$ cat src/rtl/tokenizer_pkg.sv
// Shared types and character constants for the tokenizer slice.
package forthsuper_pkg;

  typedef enum logic [2:0] {
    IDLE,
    FETCH,
    SKIP,
    SCAN,
    DONE
  } tok_sts;

  localparam logic [7:0] CH_NUL = 8'h00;
  localparam logic [7:0] CH_SP  = 8'h20;
  localparam logic [7:0] CH_TAB = 8'h09;

endpackage

$ cat src/rtl/tokenizer_if.sv
// Scan request / memory / result bundle between a requester and the tokenizer.
interface tokenizer_if #(
  parameter int ASZ = 17,
  parameter int LSZ = 8
);
  logic           start;
  logic [ASZ-1:0] sa;
  logic [7:0]     ch;
  logic [ASZ-1:0] ai;
  logic           bsy;
  logic           done;
  logic [ASZ-1:0] tok;
  logic [LSZ-1:0] len;
  logic [ASZ-1:0] nxt;
  logic           eol;
  logic           err;

  modport master (
    output start, sa, ch,
    input  ai, bsy, done, tok, len, nxt, eol, err
  );

  modport slave (
    input  start, sa, ch,
    output ai, bsy, done, tok, len, nxt, eol, err
  );
endinterface

$ cat src/rtl/tokenizer_delim.sv
// Byte classifier: delimiter and NUL detection.
// Build option: define TOKENIZER_TAB_EN to treat 0x09 as a delimiter too.
module tok_delim
  import forthsuper_pkg::*;
(
  input  logic [7:0] ch,
  output logic       dlm,
  output logic       nul
);

  // Classify the current memory byte.
  always_comb begin
`ifdef TOKENIZER_TAB_EN
    dlm = (ch == CH_SP) || (ch == CH_TAB);
`else
    dlm = (ch == CH_SP);
`endif
    nul = (ch == CH_NUL);
  end

endmodule

$ cat src/rtl/tokenizer.sv
// Whitespace tokenizer: skips delimiters from a start address, then measures
// the following token in a byte memory with one cycle of read latency.
// Build option: TOKENIZER_TAB_EN (handled inside tok_delim).
module tokenizer
  import forthsuper_pkg::*;
#(
  parameter int ASZ = 17,
  parameter int LSZ = 8
) (
  input logic        clk,
  input logic        rst,
  tokenizer_if.slave bus
);

  localparam logic [LSZ-1:0] LEN_MAX = '1;
  localparam logic [LSZ-1:0] LEN_ONE = LSZ'(1);
  localparam logic [ASZ-1:0] ADR_ONE = ASZ'(1);

  tok_sts         state_q, state_d;
  logic [ASZ-1:0] ai_q, ai_d;
  logic [ASZ-1:0] tok_q, tok_d;
  logic [LSZ-1:0] len_q, len_d;
  logic [ASZ-1:0] nxt_q, nxt_d;
  logic           eol_q, eol_d;
  logic           err_q, err_d;

  logic           dlm;
  logic           nul;
  logic [ASZ-1:0] ch_addr;

  tok_delim u_delim (
    .ch  (bus.ch),
    .dlm (dlm),
    .nul (nul)
  );

  // ch always reflects the address issued one cycle earlier.
  assign ch_addr = ai_q - ADR_ONE;

  // State and result registers.
  always_ff @(posedge clk) begin
    if (rst) begin
      state_q <= IDLE;
      ai_q    <= '0;
      tok_q   <= '0;
      len_q   <= '0;
      nxt_q   <= '0;
      eol_q   <= 1'b0;
      err_q   <= 1'b0;
    end else begin
      state_q <= state_d;
      ai_q    <= ai_d;
      tok_q   <= tok_d;
      len_q   <= len_d;
      nxt_q   <= nxt_d;
      eol_q   <= eol_d;
      err_q   <= err_d;
    end
  end

  // Next-state and datapath updates.
  always_comb begin
    state_d = state_q;
    ai_d    = ai_q;
    tok_d   = tok_q;
    len_d   = len_q;
    nxt_d   = nxt_q;
    eol_d   = eol_q;
    err_d   = err_q;
    unique case (state_q)
      IDLE: begin
        if (bus.start) begin
          ai_d    = bus.sa;
          len_d   = '0;
          eol_d   = 1'b0;
          err_d   = 1'b0;
          state_d = FETCH;
        end
      end
      FETCH: begin
        ai_d    = ai_q + ADR_ONE;
        state_d = SKIP;
      end
      SKIP: begin
        if (dlm) begin
          ai_d = ai_q + ADR_ONE;
        end else if (nul) begin
          eol_d   = 1'b1;
          nxt_d   = ch_addr;
          len_d   = '0;
          state_d = DONE;
        end else begin
          tok_d   = ch_addr;
          len_d   = LEN_ONE;
          ai_d    = ai_q + ADR_ONE;
          state_d = SCAN;
        end
      end
      SCAN: begin
        if (dlm || nul) begin
          nxt_d   = ch_addr;
          state_d = DONE;
        end else if (len_q == LEN_MAX) begin
          err_d   = 1'b1;
          nxt_d   = ch_addr;
          state_d = DONE;
        end else begin
          len_d = len_q + LEN_ONE;
          ai_d  = ai_q + ADR_ONE;
        end
      end
      DONE: begin
        state_d = IDLE;
      end
      default: begin
        state_d = IDLE;
      end
    endcase
  end

  // Status decode and result outputs.
  always_comb begin
    bus.bsy  = (state_q == FETCH) || (state_q == SKIP) || (state_q == SCAN);
    bus.done = (state_q == DONE);
    bus.ai   = ai_q;
    bus.tok  = tok_q;
    bus.len  = len_q;
    bus.nxt  = nxt_q;
    bus.eol  = eol_q;
    bus.err  = err_q;
  end

endmodule

$ cat src/flat_wrapper.sv
// flat-port wrapper written by rule: the top's interface ports become plain ports
module tokenizer_flat import forthsuper_pkg::*;
#(
  parameter int ASZ = 17,
  parameter int LSZ = 8
)
  (clk, rst, bus_start, bus_sa, bus_ch, bus_ai, bus_bsy, bus_done, bus_tok, bus_len, bus_nxt, bus_eol, bus_err);
  tokenizer_if #(.ASZ(ASZ), .LSZ(LSZ)) bus_i ();
  input logic clk;
  input logic rst;
  input wire logic [$bits(bus_i.start)-1:0] bus_start;
  input wire logic [$bits(bus_i.sa)-1:0] bus_sa;
  input wire logic [$bits(bus_i.ch)-1:0] bus_ch;
  output wire logic [$bits(bus_i.ai)-1:0] bus_ai;
  output wire logic [$bits(bus_i.bsy)-1:0] bus_bsy;
  output wire logic [$bits(bus_i.done)-1:0] bus_done;
  output wire logic [$bits(bus_i.tok)-1:0] bus_tok;
  output wire logic [$bits(bus_i.len)-1:0] bus_len;
  output wire logic [$bits(bus_i.nxt)-1:0] bus_nxt;
  output wire logic [$bits(bus_i.eol)-1:0] bus_eol;
  output wire logic [$bits(bus_i.err)-1:0] bus_err;
  assign bus_i.start = bus_start;
  assign bus_i.sa = bus_sa;
  assign bus_i.ch = bus_ch;
  assign bus_ai = bus_i.ai;
  assign bus_bsy = bus_i.bsy;
  assign bus_done = bus_i.done;
  assign bus_tok = bus_i.tok;
  assign bus_len = bus_i.len;
  assign bus_nxt = bus_i.nxt;
  assign bus_eol = bus_i.eol;
  assign bus_err = bus_i.err;
  tokenizer #(.ASZ(ASZ), .LSZ(LSZ)) u_core (.clk(clk), .rst(rst), .bus(bus_i));
endmodule
$ cat config.mk
export PLATFORM = sky130hd
export DESIGN_NAME = tokenizer_flat
export DESIGN_NICKNAME = d
export VERILOG_FILES = /design/src/rtl/tokenizer_pkg.sv /design/src/rtl/tokenizer_if.sv /design/src/rtl/tokenizer_delim.sv /design/src/rtl/tokenizer.sv /design/src/flat_wrapper.sv
export SDC_FILE = /design/constraint.sdc
export NUM_CORES = 1
export LEC_CHECK = 0
export CORE_UTILIZATION = 40
export DETAILED_ROUTE_END_ITERATION = 6
export MAX_ROUTING_LAYER = met4
export PLACE_DENSITY = 0.78
export REMOVE_ABC_BUFFERS = 1
export SYNTH_ARGS = -nofsm -noshare
export SYNTH_HDL_FRONTEND = slang
export SYNTH_SLANG_ARGS = --single-unit
$ cat constraint.sdc
create_clock -name clk -period 2.9 [get_ports clk]
set_input_delay 0.435 -clock clk [delete_from_list [all_inputs] [get_ports clk]]
set_output_delay 0.435 -clock clk [all_outputs]
set_load 0.005 [all_outputs]
* Word level (Yosys, flattened, before mapping)
Index checks and enable logic that the tools add are counted.
** Operators by class
- Reduce and logical (&&, ||, !) cells :: 17
- Equal/unequal tests :: 14
- Multipliers :: 0
- Add/sub/neg operators :: 3
- Divide/modulo/power cells :: 0
- Order comparisons :: 0
- Multiplexer cells :: 30
- Shift operators :: 0
- Bitwise logic cells :: 2
** Operators by type and width (number)
- $mux W17 :: 9
- $pmux W17 S4 :: 1
- $pmux W17 S2 :: 1
- $mux W8 :: 4
- $pmux W8 S3 :: 1
- $add A17 B1 Y17 const B :: 1
- $sub A17 B1 Y17 const B :: 1
- $mux W3 :: 5
- $pmux W3 S4 :: 1
- $reduce_and A4 Y1 :: 3
- $reduce_and A5 Y1 :: 2
- $add A8 B1 Y8 const B :: 1
- $eq A8 B6 Y1 const B :: 1
- $eq A8 B8 Y1 const B :: 1
- $logic_not A8 Y1 :: 1
- $ne A2 B2 Y1 const B :: 4
- $eq A3 B2 Y1 const B :: 2
- $mux W1 :: 6
- $reduce_and A3 Y1 :: 2
- $reduce_bool A2 Y1 :: 3
- $ne A2 B1 Y1 const B :: 2
- $pmux W1 S2 :: 2
- $reduce_bool A4 Y1 :: 1
- $eq A3 B1 Y1 const B :: 1
- 7 further kinds :: 10
** Storage, ports and cells
- Bits in writable memories :: 0
- Bits of input ports :: 28
- Bits in read-only memories :: 0
- Bits in latches :: 0
- Output and inout port bits :: 63
- Memories :: 0
- Register bits :: 64
- Logic and storage cells :: 73

* Depth between registers and ports, before layout
- Depth after elaboration :: 4
- Gate-level depth with buffers :: 8
- Gate-level depth less buffers :: 7

* Hierarchy
Synthesis repeated with hierarchy kept, for this count alone.
** Unflattened totals
- Cells, all modules :: 409
- Area, all modules :: 3338.2 µm²
** Modules (own cells, without submodules)
- tokenizer :: cells an instance 405, times used 1, area each 3305.7 µm²
- tok_delim :: cells an instance 4, times used 1, area each 32.5 µm²

* Worst setup path after synthesis
OpenSTA, ideal clock, no wires.
- Path kind :: input port to flip-flop
- From :: input bus_ch[2]
- To :: register u_core.state_q[0]
- Data arrival time :: 2052 ps
- Path buffers :: 3
- Setup slack :: 718 ps
- Library setup time :: 130 ps
- Stages :: 8
- Data required time :: 2770 ps
- Cells stage by stage :: or4_1 > clkbuf_1 > nor2_2 > nor2b_1 > clkbuf_1 > buf_1 > nor3_1 > nor2_1
** Between the ends
- Longest elaborated chain between the ends :: 4
- Elaborated cells on any way between the ends :: 10
** RTL lines
- from (decl) :: line flat_wrapper.sv:13 : input wire logic [$bits(bus_i.ch)-1:0] bus_ch;
- $eq A8 B6 Y1 / $logic_not A8 Y1 (equally long branches) :: line tokenizer_delim.sv:16, tokenizer_delim.sv:18
- $logic_or A1 B1 Y1 / $mux W3 (equally long branches) :: line tokenizer.sv:100, tokenizer.sv:87
- $mux W3 (tied with other cells) :: line tokenizer.sv:100 : if (dlm || nul) begin
- $pmux W3 S4 / $reduce_and A3 Y1 (equally long branches)
- to (signal assigned) :: line tokenizer.sv:51 : state_q <= state_d;
- to (decl) :: line tokenizer.sv:19 : tok_sts state_q, state_d;
Parallel ways exist; a longest one is shown, timed or not. The select of a mux whose other input is x is not followed.
A chain may end at the register's enable or synchronous reset.

* Final worst setup path
- From :: register u_core.state_q[1]
- To :: register u_core.len_q[0], in the netlist u_core.bus.len[0]
** Between the ends
- Longest elaborated chain between the ends :: 3
- Elaborated cells on any way between the ends :: 10
** RTL lines
- $eq A3 B2 Y1 / $logic_not A3 Y1 (equally long branches) :: line tokenizer.sv:70 : unique case (state_q)
- $ne A2 B2 Y1 (no source line) / $reduce_bool A3 Y1 (equally long branches)
- $reduce_and A5 Y1 (no source line)
- to (signal assigned) :: line tokenizer.sv:54 : len_q <= len_d;
- to (decl) :: line tokenizer.sv:22 : logic [LSZ-1:0] len_q, len_d;
Parallel ways exist; a longest one is shown, timed or not.

==> summary by stage <==
Critical path
The critical path goes through and3b_1 -> o21ai_1 -> a211oi_1 -> a21oi_1 -> a311oi_1. The worst register-to-register path ends at u_core.bus.len[0]$_SDFFE_PP0P_. The worst setup path is launched from a flip-flop.

The kind of end point of the critical path is a flip-flop. The setup check on the worst reg-to-reg path leaves a slack of about 540 ps. The worst setup path is of the reg -> reg kind. On the worst path, the slowest cell contributes a delay of 740 ps. On the critical path, the stage with the largest delay is an instance of sky130_fd_sc_hd__a211oi_1.

Data on the critical path arrives at its endpoint at 2610 ps. The start of the worst register-to-register path is u_core.state_q[1]$_SDFFE_PP0P_. In this run the worst path has a maximum fanout of 13.

For the worst setup path, the data required time is 3150 ps. The number of cells on the worst reg-to-reg path is 5.

Min path
Along the worst hold path, the cell count comes to 2. The worst-case hold path end point is u_core.bus.nxt[9]$_SDFFE_PP0P_. The worst hold path begins at u_core.bus.nxt[9]$_SDFFE_PP0P_. The class of the tightest hold or removal check is reg -> reg.

Clock network
The root buffer cell is sky130_fd_sc_hd__clkbuf_8. The later-pin clock latency in the skew report is 350 ps. The count of hold-fix buffers inserted at cts is 0. The buffer depth of the longest clock path is 2. The register clock-pin slew on the reported worst setup and hold paths is 70 ps. CTS built an H-tree with a depth of 3. The number of post-CTS setup repair buffers is 0. The sink count of the clock tree is between 60 and 70. After clock tree synthesis, the repair step resized 0 gates. TritonCTS created 9 clock buffers. TritonCTS built the clock tree.

Timing
The final max-slew violation count was 0. The final hold slack is 499 ps. The number of setup violations in the final report is 0. The final clock skew is 8.25 ps. The fraction of the cycle the final worst path needs is 81.2%.

Summed over all failing endpoints, the final setup total negative slack is 0 ps. The maximum clock frequency is 425 MHz. The transition time of the tightest slew-check pin is 1150 ps. Setup repair after global routing left no endpoint under its margin. The time the worst path needs with I/O delays and setup is 2360 ps.

Once routing completed, OpenROAD measured the worst setup slack at 545 ps. The worst pin sits at a relative slew slack of between 20% and 30%. The number of hold violations in the final report came to 0.

Route
The first routing iteration left 226 violations. For this run, design rule violations remaining after detail routing come to 0. Dividing the detail-routed via count by the number of cells gives about 5.7. For this block, the via count after detailed routing is 3391. The routed length per instance is 15.6 um. The pre-antenna-repair detailed-routing pass consisted of 5 iterations. Summed over all layers, the routed wires come to 9380 um. The number of nets still failing antenna checks after routing is 0.

Layout
Cells with a size suffix above 1 make up 8.23% of the layout. The finished layout holds 600 standard cells, fillers aside. The layout net count is 524. The number of antenna diodes in the final layout is 0.

Relative to the synthesized area, the layout overhead comes to 34.6%.

Synthesis
The mean cell area of the mapped netlist is 8.02 um2. Yosys mapped a number of flops with a built-in enable equal to 0. Synthesis inferred 64 register bits. The commonest register cell after synthesis is sky130_fd_sc_hd__dfxtp_1.

In the synthesized netlist the async set-or-reset flop fraction comes to 0%. The number of distinct library cells after synthesis is a little under 60. Summing every instance area after synthesis gives between 3000 and 4000 um2. The number of instances in the synthesized netlist is 414. During synthesis, Yosys emitted a total of 0 warnings. For this run, the register share of the synthesized area comes to 38.6%.

GRT
The total overflow reported by the global router is 0. The number of antenna violations at the first check in global routing is 0. The via count of the first global-routing pass is roughly 3000. The wire length of the first global-routing pass is 15300 um.

Entering global routing, the biggest net connects 42 pins. Global routing used 22.8% of the available tracks across all layers.

Outcome
The run finished with clean final reports.

Floorplan
The floorplan die area is 8670 um2. The die height is 93.1 um. The boundary pin count is between 90 and 100.

In this run the standard cell core region covers 7890 um2. The number of cell rows is 32. Measured along the x axis, the die boundary spans 93.1 um. Once the floorplan was initialized, standard cells occupied between 40% and 50% of the core.

Power and ir drop
Power spread over the standard cell area amounts to 587 nW/um2. Overall power consumption after layout is estimated at 2620 uW. The leakage power of the design is 0.00159 uW.

VDD sags by at most 0.256 mV.

Placement
The setup slack at placement is 302 ps. The estimated wirelength of the detail-placed design is 6650 um. At the end of routability-driven placement, the weighted congestion stood at 0.945. The count of port buffers added during placement is 90.

The number of placed instances with taps included is around 600.

Run
The tool flagged a number of max-cap violations equal to 0.
[synth_stat cells (10+ instances only)]
cell type,number,area [um2]
sky130_fd_sc_hd__o21ai_0,13,65.1
sky130_fd_sc_hd__nand3_1,10,50.1
sky130_fd_sc_hd__a21oi_1,20,100
sky130_fd_sc_hd__xnor2_1,10,87.6
sky130_fd_sc_hd__nor2_1,80,300
sky130_fd_sc_hd__nor3_1,17,85.1
sky130_fd_sc_hd__o31ai_1,11,82.6
sky130_fd_sc_hd__a211oi_1,21,158
sky130_fd_sc_hd__nand2_1,21,78.8
sky130_fd_sc_hd__dfxtp_1,64,1280
sky130_fd_sc_hd__clkbuf_1,23,86.3
[metrics by stage]
step,utilization (%),area (um2)
2_1_floorplan,-,3160
6_report,56.7,4470
4_1_cts,56.7,4470
3_5_place_dp,54.5,4300
5_1_grt,56.7,4470
3_3_place_gp,54.5,4300
[logic make-up after synthesis]
logic type	share of synthesized area, %
xor+xnor	3.96
compound gates	25.1
buf+inv	5.65
flops	38.6
fa+ha+maj	1.13
simple gates	25.3
mux	0.302
[worst max-delay path, delay by kind of cell (launching register included)]
kind            cells  cell delay (ps)
simple gates        1              380
compound gates      4             1320
flops               1              560
[area by class of cell]
class | count | area [um2]
well taps | 102 | 128
clock inverters | 7 | 47.5
inverters | 7 | 26.3
multi-input cells | 308 | 1860
repair buffers | 103 | 1010
flip-flops and latches | 64 | 1280
fillers | 702 | 3420
clock buffers | 9 | 124
[layer usage]
layer	wire length, um	global-route usage [%]	part of all wire, %	vias to the layer above
met3	537	3.25	5.7	16
met1	4290	30.0	46	1555
met4	197	8.97	2.1	0
met5	0	-	0	-
met2	4350	35.2	46	137
li1	-	-	-	1683
[power by group]
group          switching (uW)  total [uW]  internal [uW]  leakage [uW]
sequential                133        1100            963      0.000522
clock                     365         673            309     0.0000854
combinational             437         853            416      0.000978
total                     934        2620           1690       0.00159
[registers in the layout, summed over array words and instances, names as in the netlist]
register        count
u_core.bus.err      1
u_core.bus.eol      1
u_core.bus.ai      17
u_core.state_q      3
u_core.bus.len      8
u_core.bus.tok     17
u_core.bus.nxt     17
[placed cells by master, fill, tap and decap left out, drive strengths merged, types with 2 or more instances in the layout]
cell type      Yosys  layout
a211oi            22      22
xnor2             10      10
a21oi             20      20
o211a              2       2
a31oi              7       7
nor2b              4       4
o21ai             15      15
xor2               5       5
dfxtp             64      64
or4                6       6
nor4b              3       3
clkinvlp           0       2
a32o               3       3
and2               2       2
and3               2       2
a22oi              5       5
nand3             10      10
nor2              81      81
a311oi             7       7
or3                3       3
nand2b             4       4
inv                7       8
clkinv             0       4
a211o              2       2
o31ai             11      11
clkdlybuf4s50      0      89
o311ai             6       6
ha                 3       3
nor4               8       8
o211ai             6       6
nand4              4       4
nand2             21      21
buf               11      14
o21bai             2       2
or2                2       2
nor3b              2       2
nor3              17      17
clkbuf            24       9
a221oi             3       3
[how the worst max path moves through the flow]
stage,start,end,slack (ps),depth (start not counted)
3_3_place_gp,bus_ch[4],u_core.bus.len[0]$_SDFFE_PP0P_,400,7
5_1_grt,u_core.state_q[1]$_SDFFE_PP0P_,u_core.bus.len[0]$_SDFFE_PP0P_,290,5
6_report,u_core.state_q[1]$_SDFFE_PP0P_,u_core.bus.len[0]$_SDFFE_PP0P_,540,5
2_1_floorplan,u_core.state_q[1]$_SDFFE_PP0P_,u_core.bus.ai[4]$_SDFFE_PP0P_,190,5
3_5_place_dp,bus_ch[2],u_core.bus.len[0]$_SDFFE_PP0P_,300,7
4_1_cts,u_core.state_q[1]$_SDFFE_PP0P_,u_core.bus.len[0]$_SDFFE_PP0P_,570,5
No activity file was read; power rests on OpenSTA's default activity.
